File: src/rtl/store_narrow_rmw.sv
// store_narrow_rmw: sub-word store unit for a word-only data memory.
// Word stores are written directly. Half and byte stores read the target word,
// merge the addressed little-endian lane and write the word back.
// Optional feature macro: STORE_RANGE_CHECK_EN enables TruncErr, which flags
// values that do not survive narrowing (signed or unsigned per Signed).
module store_narrow_rmw #(
  parameter int unsigned ADDR_WIDTH = 32
) (
  input  logic                  clk_i,
  input  logic                  rst_i,
  input  logic                  start_i,
  input  logic [ADDR_WIDTH-1:0] address_i,
  input  logic [31:0]           write_data_i,
  input  logic [1:0]            size_i,
  input  logic                  signed_i,
  output logic                  mem_rd_en_o,
  input  logic [31:0]           mem_rd_data_i,
  output logic                  mem_wr_en_o,
  output logic [ADDR_WIDTH-1:0] mem_addr_o,
  output logic [31:0]           mem_wr_data_o,
  output logic                  busy_o,
  output logic                  done_o,
  output logic                  align_err_o,
  output logic                  trunc_err_o
);

  localparam logic [1:0] SZ_WORD = 2'b00;
  localparam logic [1:0] SZ_HALF = 2'b01;
  localparam logic [1:0] SZ_BYTE = 2'b10;

  typedef enum logic [2:0] {
    S_IDLE = 3'd0,
    S_RD   = 3'd1,
    S_WAIT = 3'd2,
    S_WR   = 3'd3,
    S_ERR  = 3'd4
  } state_t;

  state_t      state_q;
  logic        half_q;     // 1: half store, 0: byte store (sub-word path only)
  logic [1:0]  lane_q;     // Address[1:0] of the accepted request
  logic [15:0] wdata_q;    // low half of the register value; upper bits never merged
  logic        trunc_q;    // range-check result latched at accept

  logic        misalign_d;
  logic        trunc_d;
  logic [31:0] merged_d;

  // Alignment check on the incoming request (reserved size counts as misaligned)
  always_comb begin
    misalign_d = 1'b0;
    case (size_i)
      SZ_WORD: misalign_d = (address_i[1:0] != 2'b00);
      SZ_HALF: misalign_d = address_i[0];
      SZ_BYTE: misalign_d = 1'b0;
      default: misalign_d = 1'b1;
    endcase
  end

`ifdef STORE_RANGE_CHECK_EN
  // Flag values that re-extension of the narrowed field would not reproduce
  always_comb begin
    trunc_d = 1'b0;
    case (size_i)
      SZ_HALF: trunc_d = signed_i
                         ? !((&write_data_i[31:15]) || (~|write_data_i[31:15]))
                         : (|write_data_i[31:16]);
      SZ_BYTE: trunc_d = signed_i
                         ? !((&write_data_i[31:7]) || (~|write_data_i[31:7]))
                         : (|write_data_i[31:8]);
      default: trunc_d = 1'b0;
    endcase
  end
`else
  logic unused_signed;
  assign unused_signed = signed_i;
  assign trunc_d       = 1'b0;
`endif

  // Replace only the addressed lane of the read word with the narrowed value
  always_comb begin
    merged_d = mem_rd_data_i;
    if (half_q) begin
      if (lane_q[1]) merged_d[31:16] = wdata_q;
      else           merged_d[15:0]  = wdata_q;
    end else begin
      case (lane_q)
        2'd0:    merged_d[7:0]   = wdata_q[7:0];
        2'd1:    merged_d[15:8]  = wdata_q[7:0];
        2'd2:    merged_d[23:16] = wdata_q[7:0];
        default: merged_d[31:24] = wdata_q[7:0];
      endcase
    end
  end

  // Control FSM; every output is a registered decode of the state being entered
  always_ff @(posedge clk_i or posedge rst_i) begin
    if (rst_i) begin
      state_q       <= S_IDLE;
      half_q        <= 1'b0;
      lane_q        <= 2'b00;
      wdata_q       <= 16'h0;
      trunc_q       <= 1'b0;
      mem_rd_en_o   <= 1'b0;
      mem_wr_en_o   <= 1'b0;
      mem_addr_o    <= '0;
      mem_wr_data_o <= 32'h0;
      busy_o        <= 1'b0;
      done_o        <= 1'b0;
      align_err_o   <= 1'b0;
      trunc_err_o   <= 1'b0;
    end else begin
      mem_rd_en_o <= 1'b0;
      mem_wr_en_o <= 1'b0;
      done_o      <= 1'b0;
      align_err_o <= 1'b0;
      trunc_err_o <= 1'b0;
      case (state_q)
        S_IDLE: begin
          busy_o <= 1'b0;
          if (start_i) begin
            mem_addr_o <= {address_i[ADDR_WIDTH-1:2], 2'b00};
            half_q     <= (size_i == SZ_HALF);
            lane_q     <= address_i[1:0];
            wdata_q    <= write_data_i[15:0];
            trunc_q    <= trunc_d;
            busy_o     <= 1'b1;
            if (misalign_d) begin
              state_q     <= S_ERR;
              done_o      <= 1'b1;
              align_err_o <= 1'b1;
            end else if (size_i == SZ_WORD) begin
              state_q       <= S_WR;
              mem_wr_en_o   <= 1'b1;
              mem_wr_data_o <= write_data_i;
              done_o        <= 1'b1;
            end else begin
              state_q     <= S_RD;
              mem_rd_en_o <= 1'b1;
            end
          end
        end
        S_RD: begin
          state_q <= S_WAIT;
          busy_o  <= 1'b1;
        end
        S_WAIT: begin
          state_q       <= S_WR;
          busy_o        <= 1'b1;
          mem_wr_data_o <= merged_d;
          mem_wr_en_o   <= 1'b1;
          done_o        <= 1'b1;
          trunc_err_o   <= trunc_q;
        end
        S_WR, S_ERR: begin
          state_q <= S_IDLE;
          busy_o  <= 1'b0;
        end
        default: begin
          state_q <= S_IDLE;
          busy_o  <= 1'b0;
        end
      endcase
    end
  end

endmodule

File: config.mk
export PLATFORM = sky130hd
export DESIGN_NAME = store_narrow_rmw
export DESIGN_NICKNAME = d
export VERILOG_FILES = /design/src/rtl/store_narrow_rmw.sv
export SDC_FILE = /design/constraint.sdc
export NUM_CORES = 1
export LEC_CHECK = 0
export ABC_CLOCK_PERIOD_IN_PS = 3300
export BUFFER_PORTS_ARGS = -buffer_cell sky130_fd_sc_hd__buf_2
export CAP_MARGIN = 15
export CORE_MARGIN = 2
export CORE_UTILIZATION = 48
export DETAILED_ROUTE_END_ITERATION = 7
export PLACE_DENSITY = 0.8
export SETUP_SLACK_MARGIN = 0.5
export SYNTH_ARGS = -nofsm -noshare
export SYNTH_HDL_FRONTEND = slang
export SYNTH_SLANG_ARGS = --single-unit
File: constraint.sdc
create_clock -name clk_i -period 3.3 [get_ports clk_i]
set_input_delay 0.66 -clock clk_i [delete_from_list [all_inputs] [get_ports clk_i]]
set_output_delay 0.66 -clock clk_i [all_outputs]
set_load 0.01 [all_outputs]
; Word level (Yosys, flattened, before mapping)
; Index checks and enable logic that the tools add are counted.
[word_totals]
ramBits = 0
ff_bits = 89
output_inout_bits = 70
latchBits = 0
mem_count = 0
rom_bits = 0
[op_classes]
n_mux = 32
reduce_logical = 9
n_eq_ne = 9
n_bitwise = 0
add_sub_neg = 0
n_mul = 0
shifts = 0
n_div = 0
order_cmp = 0
[ops]
columns = operator, count
row1 = $mux 32, 4
row2 = $pmux 32 s2, 1
row3 = $mux 16, 2
row4 = $mux 8, 4
row5 = $mux 1, 13
row6 = $pmux 3 s3, 1
row7 = $mux 3, 2
row8 = $ne 2x2->1 const B, 3
row9 = $pmux 1 s2, 3
row10 = $eq 2x1->1 const B, 2
row11 = $eq 2x2->1 const B, 2
row12 = $logic_not 2->1, 2
row13 = $reduce_and 4->1, 1
row14 = $reduce_bool 2->1, 2
row15 = $eq 3x1->1 const B, 1
row16 = $eq 3x2->1 const B, 1
row17 = $logic_not 3->1, 1
row18 = $pmux 1 s3, 1
row19 = $reduce_or 3->1, 1
row20 = $mux 2, 1
row21 = $reduce_and 2->1, 1
row22 = $reduce_or 2->1, 1

; Depth between registers and ports, before layout
; Gate-level depths: netlist (run 1).
[logic_depth]
ltp_word = 5
mapped_depth = 7
ltp_nobuf = 5

; Worst setup path after synthesis (run 1)
; OpenSTA, ideal clock, no wires.
[synth_timing]
path_kind = input port to flip-flop
startpoint = in size_i[1]
endpoint = reg mem_wr_data_o[25]
path_slack_ns = 1.408
setup_ns = 0.128
path_stages = 5
arrival_ns = 1.764
path_cell_list = or4_1 o21a_2 buf_2 a21oi_1 a21oi_1
[synth_between]
elab_chain_cells = 4
elab_cells_between_ends = 7
cone_classes = 4 x eq/ne / 1 x mux / 2 x reduce/logical
[synth_lines]
columns = element, line
row1 = from (decl), 14  ; input logic [1:0] size_i,
row2 = "$eq 2x2->1, or another cell as far along", 52  ; case (size_i)
row3 = $pmux 1 s3, 52
row4 = $ne 2x2->1 (no line), -
row5 = $reduce_and 4->1 (no line) (*), -
row6 = to (signal assigned), 135  ; mem_wr_data_o <= write_data_i;
row7 = to (signal assigned), 150  ; mem_wr_data_o <= merged_d;
row8 = to (decl), 20  ; output logic [31:0] mem_wr_data_o,
; Every way passes the cells marked *; elsewhere a longest branch is shown, timed or not.
; A chain may end at the register's enable or synchronous reset.

; Worst setup path after layout (run 1)
[layout_timing]
startpoint = reg lane_q[1]
endpoint = reg mem_wr_data_o[26]
[layout_between]
elab_chain_cells = 5
elab_cells_between_ends = 8
cone_classes = 2 x eq/ne / 4 x mux / 2 x reduce/logical
[layout_lines]
columns = element, line
row1 = from (decl), 41  ; logic [1:0] lane_q;
row2 = from (signal assigned), 124  ; lane_q <= address_i[1:0];
row3 = "$eq 2x2->1, or another cell as far along", 87  ; case (lane_q)
row4 = $reduce_or 3->1 (no line), -
row5 = $mux 8, 87
row6 = $mux 32 (*), 83  ; if (half_q) begin
row7 = $pmux 32 s2 (*), 118  ; case (state_q)
; Marked as above.

==> results of run 1 <==
-- final timing paths --
path / slack, ps / endpoint / depth (start not counted) / from
max: 1050 / mem_wr_data_o[26] / 4 / lane_q[1]
min: 460 / state_q[0] / 3 / rst_i
max in group asynchronous: 2360 / mem_wr_data_o[20] / 3 / rst_i
min reg2reg: 490 / mem_wr_data_o[17] / 2 / mem_wr_data_o[17]
min in group clk_i: 490 / mem_wr_data_o[17] / 2 / mem_wr_data_o[17]
max reg2reg: 1050 / mem_wr_data_o[26] / 4 / lane_q[1]
-- metrics by stage --
stage	cell area, um2	hold WS [ps]	total power, W	utilization
after global routing	5070	500	0.00547	0.624
after floorplan	4020	481	0.00357	-
after global placement	4880	463	0.00428	0.600
after CTS	5070	467	0.00513	0.624
final	5070	459	0.00510	0.624
after detailed placement	4880	472	0.00438	0.600
-- cell families after synthesis --
kind of cell	count (synthesis)
AOI/OAI and AO/OA	115
DFF	89
and+or+nand+nor	71
muxes	47
buffers and inverters	32
other	1
-- worst register-to-register path: stages, from the launching register on --
cell	delay (ps)
dfrtp_1	760
inv_1	480
nor2_1	540
o221ai_1	210
a21oi_1	200
-- report_power, final --
| group | internal, W | switching (W) | leakage, nW |
|---|---|---|---|
| Combinational | 0.00104 | 0.00133 | 1.26 |
| Clock | 0.000369 | 0.000382 | 0.0916 |
| Sequential | 0.00162 | 0.000358 | 1.04 |
| Total | 0.00303 | 0.00207 | 2.39 |
-- sequential cells by signal (all words and copies together), names as in the netlist, 2 cells and up --
signal	cells
mem_wr_data_o	32
mem_addr_o	30
state_q	3
lane_q	2
wdata_q	16
-- final cells by class --
| type | count | share of cell area |
|---|---|---|
| tap | 105 | 0.0259 |
| timing repair buffer | 172 | 0.172 |
| multi-input combinational | 236 | 0.319 |
| inverter | 5 | 0.00542 |
| sequential | 89 | 0.439 |
| clock inverter | 4 | 0.0106 |
| clock buffer | 11 | 0.0279 |
-- cell usage in the layout (no fill, tap or decap), drive strengths merged, types with 2 or more instances in the layout --
cell type,count
a211oi,19
a21oi,30
and2,3
and3,16
buf,172
clkbuf,11
clkinv,3
clkinvlp,3
conb,3
dfrtp,89
inv,2
mux2,46
nand2,23
nand2b,3
nor2,18
o21ai,39
o221ai,15
o22a,8
or3b,2
-- per-layer routing --
layer	vias to the layer above	track usage	routed length, um
met3	23	0.0617	956
li1	1605	-	-
met1	1677	0.317	4510
met5	-	0	13
met4	2	0.0906	250
met2	159	0.366	5000
==> run metrics, run 1 <==
status complete, no violations; register area 2230 um2; Seq/Total Area, Yosys 0.556; Post-synth EDFFs 0; XOR/XNOR Fraction of Synth Area 0; final slew viol count 0; clock period minus final worst setup slack 2250 ps; Core ar. 8130 um2; top fanout value on the critical path 20; most frequent cell after synthesis dfrtp_1; syn avg cell area 11.3 um2; Power Dens Cells 1010 nW/um2; Starting Density 0.493; Final Hold Viols 0; Die Ht 95.4 um; post-CTS setup repair buffer count 0; # IOs 172; post-detail-place hpwl 7500 um; share of layout cells above drive strength 1 0.458; first-iteration detailed-routing DRC count 161; first-pass GRT wire length 16400 um; fmax 444 MHz; Antenna Nets Post-Route 0; worst path required time 3570 ps; Antenna Diode Count 0; Critical Path Start Type flip-flop; Post-synth top cells 89 x dfrtp_1, 46 x mux2_2, 30 x a21oi_1, 28 x o21ai_1, 23 x nand2_1; H-tree levels 3; Multi-input gate area 1620 um2; CTS tree built; synthesis-stage register bit count 89; RSZ-0062 raised after global routing no; GRT Overall Usage 0.236; final net count 615; count of cell types in the netlist 33; largest net degree at the start of global routing 50; nature of the critical path endpoint flip-flop; # rows 33; Main synth FF type dfrtp_1; TritonCTS Buffers 9; grt ovf 0; later-pin clock latency in the skew report 350 ps; vias per std cell 5.57; dpl cells 607; cell area after synthesis 4010 um2; family with the most delay on the worst path flip-flops; Avg WL per Cell 17.2 um; setup ws final 1050 ps; Bufs and invs on worst path 1; Adder-Cell Fraction of Synth Area 0; clock root buffer master clkbuf_8; area delta synth->final 26.7%; hold buffers post-CTS 0; final WL 10700 um; dpl ws 705 ps; Critical-path top delay cell dfrtp_1; multiplexer area fraction after synthesis 0.132; peak supply drop 0.463 mV; post-CTS resize count 0; Layout Cells excl Fill 622; Syn. warnings 0; Mapped Cells 355; post-synthesis simple-gate area fraction 0.0887; critical path's largest stage delay 760 ps; Slew Limit Headroom 0.212; vias in the first global route 3300; sequence of cells on the critical path inv_1, nor2_1, o221ai_1, a21oi_1; # DRC 0; setup_tns 0 ps; Horiz. Die Dim 95.4 um; Port Buf Inserts 167; die area 9090 um2; RD Place Congestion 0.762; Compound-Gate Fraction of Synth Area 0.180; Leak Pwr 2.39 nW; fillcell total 674; worst path arrival time 2530 ps; Slew @ Worst Pin 1180 ps; FFs w/ async S/R, synth 1.00; final setup vio count 0; main combinational cell family by area after synthesis compound AO/OA/AOI/OAI gates; synth top area cells dfrtp_1 56%, mux2_2 13%, a21oi_1 3.7%; crit share post-route 0.683; vias 3466; Hold/Removal Path Class primary input to asynchronous set/reset pin; Synth top area share 0.556; critical path type flip-flop to flip-flop; 1st-pass router iterations 4; CTS Sinks 89; antenna violations before repair 1; clk slew on worst S/H paths 90 ps; Synth area leader dfrtp_1; clk_skew 10.6 ps; clk buf depth 2; MaxCap Viol Count 0
Power figures use the tool's default switching activity.
==> run 2: changes to the inputs <==
- ABC_CLOCK_PERIOD_IN_PS: 3300 -> 1930
- CORE_UTILIZATION: 48 -> 43
- PLACE_DENSITY: 0.8 -> 0.76
- clock period: 3.3 -> 1.93 ns (I/O delays scaled with it)
==> run metrics, run 2 (synthesis gave the netlist of run 1 again) <==
Final Cell Area 5630 um2; final net count 638; top fanout value on the critical path 7; RSZ-0062 raised after global routing yes; first-iteration detailed-routing DRC count 145; max reg flops 32; Hold/Removal Path Class primary input to asynchronous set/reset pin; crit share post-route 0.857; Antenna Nets Post-Route 0; TritonCTS Buffers 9; post-detail-place hpwl 8100 um; commonest cells after routing, fill and taps aside 167 x buf_2, 86 x dfrtp_1, 42 x mux2_4, 29 x o21ai_1; worst path required time 2170 ps; GRT Overall Usage 0.228; RD Place Congestion 0.833; worst path arrival time 1890 ps; nature of the critical path endpoint flip-flop; Reg with most FFs mem_wr_data_o; Bufs and invs on worst path 1; # DRC 0; CTS Sinks 89; clk_skew 9.13 ps; clock root buffer master clkbuf_8; wire length on met3 881 um; critical path type flip-flop to flip-flop; fillcell total 783; Horiz. Die Dim 101 um; # IOs 172; setup_tns 0 ps; Antenna Diode Count 0; Slew @ Worst Pin 534 ps; clk slew on worst S/H paths 100 ps; Starting Density 0.438; Regs by FF count mem_wr_data_o (32), mem_addr_o (30), wdata_q (16); Die Ht 101 um; vias 3598; Design Power 0.00983 W; Leak Pwr 2.69 nW; first-pass GRT wire length 18000 um; # rows 35; 1st-pass router iterations 4; Multi-input gate area 1880 um2; dpl ws 94.9 ps; Final Hold Viols 0; sequence of cells on the critical path or3b_4, o21a_4, clkbuf_16, a21oi_1, a21oi_1; R2R cell count 5; final setup vio count 0; vias in the first global route 3601; grt ovf 0; vias per std cell 5.52; share of layout cells above drive strength 1 0.521; critical path's largest stage delay 450 ps; later-pin clock latency in the skew report 350 ps; die area 10100 um2; final slew viol count 0; Placed Area 5200 um2; family with the most delay on the worst path compound AO/OA/AOI/OAI gates; register area 2230 um2; metal2 WL 5650 um; area delta synth->final 40.4%; final WL 11700 um; fmax 605 MHz; antenna violations before repair 0; status complete, no violations; Critical-path top delay cell dfrtp_2; R2R Setup Slk 280 ps; Port Buf Inserts 167; peak supply drop 0.952 mV; Critical Path Stages 5; DRT met1 WL 4970 um; Core ar. 9150 um2; largest net degree at the start of global routing 90; Avg WL per Cell 18.0 um; Slew Limit Headroom 0.643; CTS tree built; clk buf depth 2; MaxCap Viol Count 0; highest layer used for signal routing met4; most common cell after layout, fill and taps aside buf_2; Critical Path Start Type flip-flop; H-tree levels 3; CP dominant cell by count a21oi_1; Power Dens Cells 1750 nW/um2; clock period minus final worst setup slack 1650 ps; setup ws final 276 ps
## run 2: changes by cell type in the layout (fill, tap and decap cells not counted), sizes merged
cell	previous run	this run
buf	172	192
clkinvlp	3	5
inv	2	4
bufinv	1	0
clkbuf	11	12
## run 2: repair_timing
item / in CTS / in global routing
setup buffers: 4 / 0
cloned: 1 / 3
pin swaps: 2 / 6
hold buffers: 0 / 0
endpoints found under the hold margin: 0 / 0
gates resized for setup: 21 / 14
setup endpoints to repair: 85 / 79
## run 2: final timing paths
check | from | end
max in group asynchronous | rst_i | state_q[0]
min in group clk_i | address_i[28] | mem_addr_o[28]
hold reg to reg | mem_wr_data_o[3] | mem_wr_data_o[3]
setup reg to reg | state_q[0] | mem_wr_data_o[29]
hold / removal | rst_i | mem_wr_data_o[19]
setup / recovery | state_q[0] | mem_wr_data_o[29]
## run 2: tightest hold or removal path, cell delays in order
cell	delay, ps
buf_2	110
clkinvlp_4	70
buf_12	380
## run 2: routing by layer
metal  track usage  up-vias
met5             0        -
met4        0.0738        0
met3        0.0492       19
met2         0.384      175
met1         0.293     1745
li1              -     1659
## run 2: area by class of cell
cell class,instances,share of cell area
Timing Repair inverter,1,0.00156
Inverter,5,0.00623
Sequential cell,89,0.396
Tap cell,111,0.0247
Timing Repair Buffer,194,0.207
Multi-Input combinational cell,236,0.334
Clock inverter,6,0.00778
Clock buffer,10,0.0227
## run 2: power breakdown
group	switching, W	leakage [nW]	total [W]	internal, W
clock network	0.000688	0.0749	0.00116	0.000471
registers	0.000592	1.04	0.00337	0.00278
logic	0.00270	1.57	0.00530	0.00260
total	0.00398	2.69	0.00983	0.00585
## run 2: through the flow
stage / utilization / hold slack [ps] / std cells
2_1_floorplan: - / 481 / 357
3_3_place_gp: 0.569 / 468 / 628
3_5_place_dp: 0.569 / 471 / 628
4_1_cts: 0.602 / 179 / 649
5_1_grt: 0.615 / 204 / 652
6_report: 0.615 / 166 / 652
